[src/rtl/store_buffer.sv]
// ============================================================================
// Module   : store_buffer
// Brief    : Post-commit store queue that drains to the dcache over req/ack
//            and forwards to younger loads. Optional macro SB_COALESCE_EN
//            merges a word store into the youngest non-head entry.
// Revision : 1.0
// ============================================================================
`default_nettype none

module store_buffer #(
    parameter int DEPTH  = 4,
    parameter int ADDR_W = 32,
    parameter int DATA_W = 32
) (
    input  logic                     clk,
    input  logic                     reset,
    input  logic                     enq_valid,
    input  logic [ADDR_W-1:0]        enq_addr,
    input  logic [DATA_W-1:0]        enq_data,
    input  logic                     enq_byte,
    output logic                     full,
    output logic                     empty,
    output logic [$clog2(DEPTH):0]   count,
    input  logic                     ld_valid,
    input  logic [ADDR_W-1:0]        ld_addr,
    input  logic                     ld_byte,
    output logic                     ld_hit,
    output logic [DATA_W-1:0]        ld_data,
    output logic                     ld_stall,
    output logic                     dc_req,
    output logic [ADDR_W-1:0]        dc_addr,
    output logic [DATA_W-1:0]        dc_data,
    output logic                     dc_byte,
    input  logic                     dc_ack
);

    localparam int c_PTR_W = $clog2(DEPTH);
    localparam int c_CNT_W = c_PTR_W + 1;

    logic [ADDR_W-1:0]  r_addr [DEPTH];
    logic [DATA_W-1:0]  r_data [DEPTH];
    logic [DEPTH-1:0]   r_byte;
    logic [DEPTH-1:0]   r_valid;
    logic [c_PTR_W-1:0] r_head;
    logic [c_PTR_W-1:0] r_tail;
    logic [c_CNT_W-1:0] r_count;

    logic w_full;
    logic w_empty;
    logic w_push;
    logic w_pop;
    logic w_coal;

    assign w_full  = (r_count == c_CNT_W'(DEPTH));
    assign w_empty = (r_count == '0);

`ifdef SB_COALESCE_EN
    logic [c_PTR_W-1:0] w_tail_m1;
    assign w_tail_m1 = r_tail - c_PTR_W'(1);
    // The head is always on the dcache port when non-empty, so it is never merged into.
    assign w_coal = enq_valid && !enq_byte && !w_empty && (w_tail_m1 != r_head) &&
                    (r_addr[w_tail_m1][ADDR_W-1:2] == enq_addr[ADDR_W-1:2]);
`else
    assign w_coal = 1'b0;
`endif

    assign w_push = enq_valid && !w_full && !w_coal;
    assign w_pop  = dc_ack && !w_empty;

    always_ff @(posedge clk or negedge reset) begin
        if (!reset) begin
            for (int i = 0; i < DEPTH; i++) begin
                r_addr[i] <= '0;
                r_data[i] <= '0;
            end
            r_byte  <= '0;
            r_valid <= '0;
            r_head  <= '0;
            r_tail  <= '0;
            r_count <= '0;
        end else begin
            if (w_push) begin
                r_addr[r_tail]  <= enq_addr;
                r_data[r_tail]  <= enq_data;
                r_byte[r_tail]  <= enq_byte;
                r_valid[r_tail] <= 1'b1;
                r_tail          <= r_tail + c_PTR_W'(1);
            end
`ifdef SB_COALESCE_EN
            if (w_coal) begin
                r_data[w_tail_m1] <= enq_data;
                r_byte[w_tail_m1] <= 1'b0;
            end
`endif
            if (w_pop) begin
                r_valid[r_head] <= 1'b0;
                r_head          <= r_head + c_PTR_W'(1);
            end
            case ({w_push, w_pop})
                2'b10:   r_count <= r_count + c_CNT_W'(1);
                2'b01:   r_count <= r_count - c_CNT_W'(1);
                default: r_count <= r_count;
            endcase
        end
    end

    // Walk oldest to youngest so the youngest matching entry has the last word.
    always_comb begin
        logic [c_PTR_W-1:0] w_idx;
        logic [7:0]         w_sel;
        ld_hit   = 1'b0;
        ld_stall = 1'b0;
        ld_data  = '0;
        w_idx    = '0;
        w_sel    = '0;
        if (ld_valid) begin
            for (int k = 0; k < DEPTH; k++) begin
                w_idx = r_head + c_PTR_W'(k);
                if (r_valid[w_idx] && (r_addr[w_idx][ADDR_W-1:2] == ld_addr[ADDR_W-1:2])) begin
                    if (!r_byte[w_idx]) begin
                        w_sel    = r_data[w_idx][{ld_addr[1:0], 3'b000} +: 8];
                        ld_hit   = 1'b1;
                        ld_stall = 1'b0;
                        ld_data  = ld_byte ? {{(DATA_W-8){1'b0}}, w_sel} : r_data[w_idx];
                    end else if (!ld_byte) begin
                        ld_hit   = 1'b0;
                        ld_stall = 1'b1;
                        ld_data  = '0;
                    end else if (r_addr[w_idx][1:0] == ld_addr[1:0]) begin
                        ld_hit   = 1'b1;
                        ld_stall = 1'b0;
                        ld_data  = {{(DATA_W-8){1'b0}}, r_data[w_idx][7:0]};
                    end
                end
            end
        end
    end

    assign full    = w_full;
    assign empty   = w_empty;
    assign count   = r_count;
    assign dc_req  = !w_empty;
    assign dc_addr = r_addr[r_head];
    assign dc_data = r_data[r_head];
    assign dc_byte = r_byte[r_head];

endmodule

`default_nettype wire

[config.mk]
export PLATFORM = sky130hd
export DESIGN_NAME = store_buffer
export DESIGN_NICKNAME = d
export VERILOG_FILES = /design/src/rtl/store_buffer.sv
export SDC_FILE = /design/constraint.sdc
export NUM_CORES = 1
export LEC_CHECK = 0
export ABC_AREA = 1
export BUFFER_PORTS_ARGS = -buffer_cell sky130_fd_sc_hd__buf_2
export CORE_MARGIN = 2
export CORE_UTILIZATION = 49
export DETAILED_ROUTE_END_ITERATION = 8
export PLACE_DENSITY = 0.7
export SYNTH_ARGS = -nofsm -noshare
export SYNTH_HDL_FRONTEND = slang
export SYNTH_SLANG_ARGS = --single-unit
[constraint.sdc]
create_clock -name clk -period 11.94 [get_ports clk]
set_clock_uncertainty 0.1 [all_clocks]
set_input_delay 1.194 -clock clk [delete_from_list [all_inputs] [get_ports clk]]
set_output_delay 1.194 -clock clk [all_outputs]
set_load 0.005 [all_outputs]
# == Yosys cells after proc, flatten, opt, wreduce, memory -nomap -nowiden ==
# Index checks and enable logic that the tools add are counted.
# totals
regBits,271
inputBits,103
out_inout_bits,105
word_cells,174
# classes
add_sub_neg,6
n_lt_le_gt_ge,13
n_eq_ne,11
n_shift,4
muxes,106
bitwise,8
n_reduce_logical,13
# ops
cell,n
$mux 32,36
$bmux 32 s2,8
$bwmux 128,2
$shiftx 32x6->8,4
$eq 30x30->1,4
$demux 32 s2,1
$mux 1,43
$bmux 1 s2,8
$mux 8,2
$ge 3x3->1 const B,5
$lt 2x3->1 const B,5
$not 2->3,5
$logic_and 1x1->1,9
$eq 2x2->1,4
$mux 4,2
$pmux 3 s2,1
$add 2x1->2 const B,2
$add 2x2->2 const B,2
$and 4x4->4,1
$bwmux 4,1
$demux 1 s2,2
$ge 2x1->1 const B,2
$not 4->4,1
$or 4x4->4,1
other kinds (9),10

# == Longest topological paths before layout ==
# Gate-level depths: netlist (run 1).
# logic_depth
depth_word,22
depth_mapped,27

# == Worst setup path after synthesis (run 1) ==
# OpenSTA, ideal clock, no wires.
# synth_timing
path_kind,register to output
from,register r_head[1]
to,output port ld_data[27]
t_arrival_ps,3534
slack_ps,7112
path_stages_with_launch,23
path_buffers,7
cell_sequence,dfrtp_1 > buf_4 > inv_4 > buf_4 > buf_2 > buf_2 > buf_1 > ha_1 > inv_2 > buf_1 > nand3_1 > nand3_1 > o21ai_0 > a21oi_1 > nand4_1 > nor2_1 > inv_1 > nor2_1 > nand2_1 > nor3_4 > buf_2 > nand2_1 > a21oi_1
# synth_between
elab_chain_len,20
# synth_rtl
item,line,text
"start, declared",44,logic [c_PTR_W-1:0] r_head;
"start signal, assigned",97,r_head <= r_head + c_PTR_W'(1);
$not 2->3 (implied by the code),"119, 124",
$bmux 32 s2 (on tied branches),"119, 124",
$mux 32 (on tied branches) (2 in series),-,
$eq 30x30->1 / $mux 32 (equally long branches),"119, 124",
$logic_and 1x1->1 / $mux 32 (equally long branches),"119, 120",
$mux 32,119,if (r_valid[w_idx] && (r_addr[w_idx][ADDR_W-1:2] == ld_addr[ADDR_W-1:2])) begin
$mux 32,129,end else if (r_addr[w_idx][1:0] == ld_addr[1:0]) begin
$mux 32,125,end else if (!ld_byte) begin
[... 3 more ...],-,
$mux 32,125,
$mux 32,120,if (!r_byte[w_idx]) begin
$mux 32,119,
$mux 32,129,
$mux 32,125,
$mux 32,120,
$mux 32 *,119,
$mux 32 *,116,if (ld_valid) begin
"end, declared",28,"output logic [DATA_W-1:0] ld_data,"
# Every way passes the cells marked *; elsewhere a longest branch is shown, timed or not. The select of a mux whose other input is x is not followed.

# == Worst setup path in the final report (run 1) ==
# layout_timing
from,register r_head[0]
to,output port ld_stall
# layout_between
elab_chain_len,20
# layout_rtl
item,line,text
$not 2->3 (implied by the code),119,
$bmux 32 s2,119,
$mux 32,-,
$mux 32 (implied by the code),119,
$eq 30x30->1,119,
$logic_and 1x1->1,119,
$mux 1,119,
$mux 1,129,
[... 4 more ...],-,
$mux 1,125,
$mux 1,120,
$mux 1,119,
$mux 1,129,
$mux 1,125,
$mux 1,120,
$mux 1 *,119,
$mux 1 *,116,
"end, declared",29,"output logic ld_stall,"
# Marks and branches as above.

==> implementation parameters, run 1 <==
Parameter                              Value

Layout
  Fin nets ... 3622
  Fraction of final layout cells sized beyond drive strength 1 ... 9.31%
  Syn-to-layout area delta ... 9.34%
  Most common cell after layout, fill and taps aside ... sky130_fd_sc_hd__nand2_1
  Commonest non-fill, non-tap cells in the layout ... sky130_fd_sc_hd__nand2_1 (1364), sky130_fd_sc_hd__o21ai_0 (521), sky130_fd_sc_hd__nand3_1 (379), sky130_fd_sc_hd__inv_1 (273), sky130_fd_sc_hd__dfrtp_1 (269)
  Design Area, Final ... 23200 µm²

Detailed routing
  Final wirelength ... 83600 µm
  Met1 routed wirelength after detailed routing ... 38700 µm
  Number of detailed-route iterations in the first pass ... 6
  Met2 Routed Length ... 31600 µm
  Total vias in the final route ... 23940
  DRC violation total after the first TritonRoute iteration ... 3563
  Post-route ant nets ... 0
  Detailed-routed wire length on met3 ... 11300 µm
  Top routing layer in use ... met5
  Average via count per standard cell ... 5.81
  Post-route DRC ... 0
  DR WL/cell ... 20.3 µm

CTS
  CTS buffer count ... 30
  Number of sinks driven by the clock tree ... 271
  Number of buffers on the longest clock path ... 3
  Number of levels in the clock H-tree ... 1
  Clock transition time at the flip-flop clock pins of the worst setup and hold paths ... 0.06 ns
  Setup bufs post-CTS ... 0
  CTS tree ... done
  Clk Latency, worst-skew pair ... 0.60 ns
  Total of cells resized after clock tree synthesis ... 0
  Buffer type at the clock tree root ... sky130_fd_sc_hd__clkbuf_16
  Hold buffer count at CTS ... 0

Synthesis
  Warnings from Yosys ... 0
  Synthesized flop and latch total ... 271
  Number of synthesized flops with an enable pin ... 0
  Async set-or-reset flop fraction in the synthesized netlist ... 100%
  Largest area contributor in the netlist ... sky130_fd_sc_hd__dfrtp_1
  Post-synthesis average cell area ... 6.12 µm²
  Number of distinct library cell variants in the gate-level netlist after synthesis ... 48
  Number of nets in the synthesized netlist ... 3576
  Top_reg_cell synth ... sky130_fd_sc_hd__dfrtp_1
  Synthesized area ... 21200 µm²
  Post-synthesis instance total ... 3463
  Cell types occupying the most area after synthesis ... sky130_fd_sc_hd__dfrtp_1 (32%), sky130_fd_sc_hd__nand2_1 (24%), sky130_fd_sc_hd__o21ai_0 (12%)
  Sequential share of the synthesized area ... 32.0%
  Portion of synthesized cell area occupied by the leading cell type ... 32.0%

Power and ir drop
  Max IR drop VDD ... 0.000263 V
  Internal portion of total power ... 3.45 mW
  Pwr/cell area ... 352 nW/µm²
  Reg power frac ... 21.7%
  Switching power of the nets ... 4.72 mW
  Clock share of power ... 11.9%
  Share of total power in combinational logic ... 66.4%
  Leakage ... 11.9 nW
  Switching portion of total power ... 57.8%

Min path
  Class of the worst hold path ... reg -> reg

Placement
  Minimum setup slack after placement ... 4.50 ns
  Number of port buffers ... 207
  DPL Wire Length ... 61800 µm
  Area after DPL ... 22100 µm²
  Routability Congestion ... 1.06

Floorplanning
  Site row count ... 76
  Die width ... 212 µm
  Boundary pin count ... 208
  Starting density of the core ... 49.4%
  Die outline area ... 44900 µm²
  Die extent in y ... 212 µm
  Area of the core ... 42900 µm²

Timing
  Total Neg Setup Slack ... 0 ns
  Final setup violation count ... 0
  Minimum clock period ... 8.20 ns
  Setup WS post-layout ... 3.74 ns
  Hold violation count in the final report ... 0
  Pins Over Slew Limit ... 0
  Achievable clock frequency ... 122 MHz
  Max-slew headroom at the worst pin ... 19.6%
  Setup repair after global routing missed its margin ... false
  Final period util ... 68.7%
  Worst-margin pin slew ... 1.19 ns

Job
  Count of max-cap constraint violations ... 0

Worst setup path
  Endpoint kind of the worst setup timing path ... output pin
  Critical path data required time ... 10.65 ns
  Startpoint class of the critical path ... register
  CP Data Arrival Time ... 6.91 ns
  Largest fanout on the critical path ... 133
  Class of the most critical setup path ... reg -> out
  Worst reg2reg setup slack ... 7.98 ns

GRT
  Number of global-route vias before repair ... 20307
  Antenna violations before repair ... 2
  Global route overflow ... 0
  Pin count of the biggest net entering global routing ... 158
  Total Routing Usage GR ... 36.8%
  First-pass GRT wire length ... 126000 µm

Run status
  Outcome ... finished clean
## registers in the layout (all words and copies together), names as in the netlist
| register | count |
|---|---|
| r_byte | 4 |
| count | 3 |
| r_addr | 128 |
| r_valid | 4 |
| r_tail | 2 |
| r_data | 128 |
| r_head | 2 |
## power by group through the flow
stage | clock network [mW] | logic (mW) | registers, mW
after CTS | 0.983 | 5.20 | 1.75
final | 0.973 | 5.42 | 1.77
after detailed placement | 0 | 5.18 | 1.76
after global placement | 0 | 5.14 | 1.75
after floorplan | 0 | 3.61 | 1.58
after global routing | 1.02 | 5.90 | 1.82
## per-stage QoR
step	utilization, %	instances	hold WS (ns)	total power [mW]
finish	54.0	4119	0.385	8.16
global route	54.0	4118	0.399	8.74
CTS	54.0	4117	0.388	7.93
detailed placement	51.6	4062	0.372	6.94
global placement	51.6	4062	0.364	6.89
floorplan	-	3463	0.353	5.19
## Yosys cell counts, drive strengths merged (2+ instances only)
cell / n
xor2: 20
o2111ai: 3
a31oi: 4
mux2i: 17
o221a: 6
o21ai: 584
o22ai: 28
a22o: 2
a21oi: 72
nand3: 381
a221oi: 2
clkbuf: 106
dfrtp: 271
nand2: 1370
a211oi: 2
o21a: 13
inv: 285
o211ai: 4
clkinv: 3
nand4: 36
nor3: 10
nand3b: 19
buf: 110
nor2: 86
ha: 9
or2: 9
o221ai: 5
## layout make-up
| type | count | area [µm²] |
|---|---|---|
| antenna | 2 | 5.00 |
| clock buffer | 43 | 900 |
| clock inverter | 12 | 131 |
| fill | 4534 | 19700 |
| inverter | 288 | 1090 |
| multi-input combinational | 2688 | 12300 |
| sequential | 271 | 6790 |
| tap | 585 | 732 |
| timing repair buffer | 230 | 1230 |
## metal layers
layer,vias to the layer above,global-route usage (%)
li1,11384,-
met1,11071,59.6
met2,1337,46.7
met3,146,10.0
met4,2,8.47
met5,-,0
## worst paths after layout
| path | to | depth (start not counted) | from |
|---|---|---|---|
| worst max register to register | r_head[1]$_DFFE_PN0P_ | 5 | r_head[0]$_DFFE_PN0P_ |
| worst min-delay path | r_data[105]$_DFFE_PN0P_ | 2 | r_data[105]$_DFFE_PN0P_ |
| max in group asynchronous | r_head[0]$_DFFE_PN0P_ | 2 | reset |
| worst max-delay path | ld_stall | 18 | r_head[0]$_DFFE_PN0P_ |
| worst min register to register | r_data[105]$_DFFE_PN0P_ | 2 | r_data[105]$_DFFE_PN0P_ |
| min in group asynchronous | r_addr[109]$_DFFE_PN0P_ | 1 | reset |
## cells by family after synthesis
kind of cell / after synthesis / share of synthesized area (%)
AO/OA/AOI/OAI: 727 / 18.1
XOR/XNOR: 21 / 0.939
adder cells (fa/ha/maj): 10 / 0.626
buffers and inverters: 504 / 10.2
flip-flops: 271 / 32.0
multiplexers: 17 / 0.803
AND/OR/NAND/NOR: 1913 / 37.3
## critical path, cell delays in order, from the launching register on
cell,delay [ns]
sky130_fd_sc_hd__dfrtp_4,0.86
sky130_fd_sc_hd__inv_6,0.47
sky130_fd_sc_hd__ha_4,0.92
sky130_fd_sc_hd__clkinv_2,0.57
sky130_fd_sc_hd__buf_4,0.56
sky130_fd_sc_hd__nand3_1,0.21
sky130_fd_sc_hd__o21ai_1,0.10
sky130_fd_sc_hd__nand2_1,0.09
sky130_fd_sc_hd__o21ai_0,0.08
sky130_fd_sc_hd__nor3_1,0.19
sky130_fd_sc_hd__nand3_1,0.10
sky130_fd_sc_hd__nand2b_1,0.18
sky130_fd_sc_hd__nor2_1,0.85
sky130_fd_sc_hd__nand2_1,0.43
sky130_fd_sc_hd__nand2_1,0.19
sky130_fd_sc_hd__nor2_1,0.07
sky130_fd_sc_hd__nor2_1,0.10
sky130_fd_sc_hd__nor2_1,0.05
sky130_fd_sc_hd__buf_2,0.14
Power figures use the tool's default switching activity.
==> run 2, diff against run 1 <==
ABC_AREA = 0   (was 1)
clock period = 7.7 ns   (was 11.94 ns; I/O delays follow)
==> implementation parameters, run 2 <==
Parameter                              Value

Run status
  Outcome ... finished clean (unchanged)

Worst setup path
  Largest fanout on the critical path ... 41 (was 133)
  Endpoint kind of the worst setup timing path ... output pin (unchanged)
  Sum of buffers and inverters on the critical path ... 3 (was 4)
  Critical path data required time ... 6.83 ns (was 10.65 ns)
  Startpoint class of the critical path ... register (unchanged)
  CP Data Arrival Time ... 6.19 ns (was 6.91 ns)
  Cell with the largest stage delay on the worst path ... sky130_fd_sc_hd__dfrtp_4 (was sky130_fd_sc_hd__ha_4)
  Critical-path cell list ... inv_2, ha_4, buf_4, mux2i_1, o22ai_1, a2111oi_0, o211ai_1, or4_4, nor4b_4, a41o_4, nor3b_4, a221o_1, buf_2 (was inv_6, ha_4, clkinv_2, buf_4, nand3_1, o21ai_1, nand2_1, o21ai_0, nor3_1, nand3_1, nand2b_1, nor2_1, nand2_1, nand2_1, nor2_1, nor2_1, nor2_1, buf_2)
  Class of the most critical setup path ... reg -> out (unchanged)
  Delay contributed by the slowest stage of the critical path ... 0.85 ns (was 0.92 ns)
  Critical path's top delay family ... compound AO/OA/AOI/OAI gates (was simple AND/OR/NAND/NOR gates)

Floorplanning
  Die extent in y ... 212 µm (about the same)
  Die outline area ... 44800 µm² (was 44900 µm²)
  Area of the core ... 42800 µm² (was 42900 µm²)
  Site row count ... 76 (unchanged)
  Die width ... 212 µm (about the same)
  Starting density of the core ... 49.4% (about the same)
  Boundary pin count ... 208 (unchanged)

Timing
  Final setup violation count ... 0 (unchanged)
  Max-slew headroom at the worst pin ... 17.9% (was 19.6%)
  Worst-margin pin slew ... 1.23 ns (was 1.19 ns)
  Minimum clock period ... 7.06 ns
  Final worst hold slack ... 0.0924 ns (was 0.385 ns)
  Pins Over Slew Limit ... 0 (unchanged)
  Hold violation count in the final report ... 0 (unchanged)
  Total Neg Setup Slack ... 0 ns (unchanged)
  Achievable clock frequency ... 142 MHz
  Setup repair after global routing missed its margin ... false (unchanged)
  Final period util ... 91.7%

Layout
  Registers with the most flip-flops ... r_addr x128, r_data x128 (unchanged)
  Number of fillers in the final layout ... 3652 (was 4534)
  Commonest non-fill, non-tap cells in the layout ... sky130_fd_sc_hd__mux2_2 (301), sky130_fd_sc_hd__dfrtp_1 (269), sky130_fd_sc_hd__buf_2 (206), sky130_fd_sc_hd__mux2i_1 (166), sky130_fd_sc_hd__mux4_2 (155) (was sky130_fd_sc_hd__nand2_1 (1364), sky130_fd_sc_hd__o21ai_0 (521), sky130_fd_sc_hd__nand3_1 (379), sky130_fd_sc_hd__inv_1 (273), sky130_fd_sc_hd__dfrtp_1 (269))
  Area taken by multi-input logic gates ... 13400 µm² (was 12300 µm²)
  Syn-to-layout area delta ... 10.4% (was 9.34%)
  Post-Layout Cell Count ... 2481 (was 4119)
  Fin nets ... 2021 (was 3622)
  Flip-flop and latch area ... 6790 µm² (unchanged)
  Design Area, Final ... 23300 µm² (was 23200 µm²)
  Most common cell after layout, fill and taps aside ... sky130_fd_sc_hd__mux2_2 (was sky130_fd_sc_hd__nand2_1)
  Fraction of final layout cells sized beyond drive strength 1 ... 40.2% (was 9.31%)

Synthesis
  Number of synthesized flops with an enable pin ... 0 (unchanged)
  Warnings from Yosys ... 0 (unchanged)
  Sequential share of the synthesized area ... 32.1% (was 32.0%)
  Portion of synthesized cell area occupied by the leading cell type ... 32.1% (was 32.0%)
  Synthesized flop and latch total ... 271 (unchanged)
  Number of distinct library cell variants in the gate-level netlist after synthesis ... 79 (was 48)
  Most used standard cell by instance count after synthesis ... sky130_fd_sc_hd__mux2_2 (was sky130_fd_sc_hd__nand2_1)
  Synthesized area ... 21100 µm² (was 21200 µm²)
  Post-synthesis instance total ... 1798 (was 3463)
  List of most frequent post-synthesis cells ... sky130_fd_sc_hd__mux2_2 (301), sky130_fd_sc_hd__dfrtp_1 (271), sky130_fd_sc_hd__mux2i_1 (166) (was sky130_fd_sc_hd__nand2_1 (1368), sky130_fd_sc_hd__o21ai_0 (521), sky130_fd_sc_hd__nand3_1 (379))
  Number of nets in the synthesized netlist ... 1911 (was 3576)
  Cell types occupying the most area after synthesis ... sky130_fd_sc_hd__dfrtp_1 (32%), sky130_fd_sc_hd__mux4_2 (17%), sky130_fd_sc_hd__mux2_2 (16%) (was sky130_fd_sc_hd__dfrtp_1 (32%), sky130_fd_sc_hd__nand2_1 (24%), sky130_fd_sc_hd__o21ai_0 (12%))
  Post-synthesis average cell area ... 11.7 µm² (was 6.12 µm²)
  Largest area contributor in the netlist ... sky130_fd_sc_hd__dfrtp_1 (unchanged)
  Top_reg_cell synth ... sky130_fd_sc_hd__dfrtp_1 (unchanged)
  Async set-or-reset flop fraction in the synthesized netlist ... 100% (unchanged)

Detailed routing
  DR WL/cell ... 28.6 µm (was 20.3 µm)
  Post-route ant nets ... 0 (unchanged)
  Number of detailed-route iterations in the first pass ... 6 (unchanged)
  Total vias in the final route ... 17090 (was 23940)
  Average via count per standard cell ... 6.89 (was 5.81)
  Post-route DRC ... 0 (unchanged)
  DRC violation total after the first TritonRoute iteration ... 2140 (was 3563)
  Final wirelength ... 71100 µm (was 83600 µm)

CTS
  Clk Latency, worst-skew pair ... 0.58 ns (was 0.60 ns)
  Number of buffers on the longest clock path ... 3 (unchanged)
  Clock transition time at the flip-flop clock pins of the worst setup and hold paths ... 0.06 ns (about the same)
  Total of cells resized after clock tree synthesis ... 0 (unchanged)
  Number of sinks driven by the clock tree ... 271 (unchanged)
  CTS tree ... done (unchanged)
  Buffer type at the clock tree root ... sky130_fd_sc_hd__clkbuf_16 (unchanged)
  CTS buffer count ... 30 (unchanged)
  Setup bufs post-CTS ... 0 (unchanged)
  Hold buffer count at CTS ... 0 (unchanged)
  Number of levels in the clock H-tree ... 1 (unchanged)

Power and ir drop
  Leakage ... 9.77 nW (was 11.9 nW)
  Switching power of the nets ... 6.24 mW (was 4.72 mW)
  Reg power frac ... 23.2% (was 21.7%)
  Internal portion of total power ... 7.20 mW (was 3.45 mW)
  Overall power of the completed layout ... 13.4 mW (was 8.16 mW)
  Share of total power in combinational logic ... 65.7% (was 66.4%)
  Clock share of power ... 11.1% (was 11.9%)
  Max IR drop VDD ... 0.000468 V (was 0.000263 V)
  Switching portion of total power ... 46.4% (was 57.8%)
  Pwr/cell area ... 577 nW/µm² (was 352 nW/µm²)

GRT
  Pin count of the biggest net entering global routing ... 147 (was 158)
  Global route overflow ... 0 (unchanged)
  Antenna violations before repair ... 9 (was 2)
  Number of global-route vias before repair ... 16853 (was 20307)
  First-pass GRT wire length ... 107000 µm (was 126000 µm)
  Total Routing Usage GR ... 31.5% (was 36.8%)
  Grt met2 use ... 51.5% (was 46.7%)
  Routing usage on met1 ... 41.3% (was 59.6%)
  Met3 layer usage reported by global route ... 5.89% (was 10.0%)
  Busiest layer in global routing ... met2 (was met1)

Placement
  Area after DPL ... 22300 µm² (was 22100 µm²)
  Routability Congestion ... 0.999 (was 1.06)
  DPL Wire Length ... 51300 µm (was 61800 µm)
  Placed cell count ... 2422 (was 4062)
  Number of port buffers ... 207 (unchanged)

Job
  Count of max-cap constraint violations ... 0 (unchanged)

Min path
  Class of the worst hold path ... in -> async (was reg -> reg)
-- run 2: cell count changes after synthesis, sizes merged, moves of 83 or more --
cell,before,now
nand3,381,13
o21ai,584,57
inv,285,32
mux2i,17,167
xnor2,1,84
mux2,0,301
mux4,0,155
nand2,1370,67
-- run 2: final cells by class --
cell class,instances,area share [%]
well taps,546,2.93
clock buffers,36,3.54
clock inverters,19,0.789
repair buffers,239,5.63
flip-flops and latches,271,29.1
diodes,4,0.0429
multi-input cells,1334,57.4
inverters,32,0.515
-- run 2: cells by family (layout without fill, tap and decap cells) --
| family | count (synthesis) | after routing | share of synthesized area (%) |
|---|---|---|---|
| muxes | 623 | 623 | 40.5 |
| AOI/OAI and AO/OA | 329 | 329 | 11.6 |
| DFF | 271 | 271 | 32.1 |
| and+or+nand+nor | 269 | 269 | 6.12 |
| buffers and inverters | 193 | 326 | 4.77 |
| xor gates and xnor gates | 103 | 103 | 4.27 |
| adders and majority gates | 10 | 10 | 0.628 |
| other | 0 | 4 | 0 |
-- run 2: path summary, 6_finish.rpt --
path	startpoint	slack [ns]	to	depth (start not counted)
max in group asynchronous	reset	5.96	r_head[0]$_DFFE_PN0P_	2
worst max register to register	count[0]$_DFFE_PN0P_	4.98	r_addr[92]$_DFFE_PN0P_	7
min in group clk	enq_data[30]	0.35	r_data[94]$_DFFE_PN0P_	2
worst min register to register	count[2]$_DFFE_PN0P_	0.41	count[2]$_DFFE_PN0P_	1
worst max-delay path	r_head[1]$_DFFE_PN0P_	0.64	ld_data[31]	13
worst min-delay path	reset	0.09	r_data[45]$_DFFE_PN0P_	1
-- run 2: metrics by stage --
stage | setup slack [ns] | util [%]
floorplan | 1.33 | -
finish | 0.643 | 54.5
CTS | 0.744 | 54.4
global route | 0.408 | 54.5
detailed placement | 1.38 | 52.1
global placement | 1.30 | 52.1
-- run 2: power groups by stage --
stage | Clock (mW) | Sequential [mW] | Combinational [mW]
2_1_floorplan | 0 | 2.70 | 6.51
3_3_place_gp | 0 | 3.00 | 8.59
3_5_place_dp | 0 | 3.10 | 8.66
4_1_cts | 1.52 | 3.08 | 8.70
5_1_grt | 1.57 | 3.22 | 9.29
6_report | 1.49 | 3.12 | 8.83
-- run 2: per-layer routing --
layer	up-vias	part of all wire, %
met5	-	0.094
met4	8	4.6
met3	201	8.5
met2	923	48
met1	8764	39
li1	7194	-
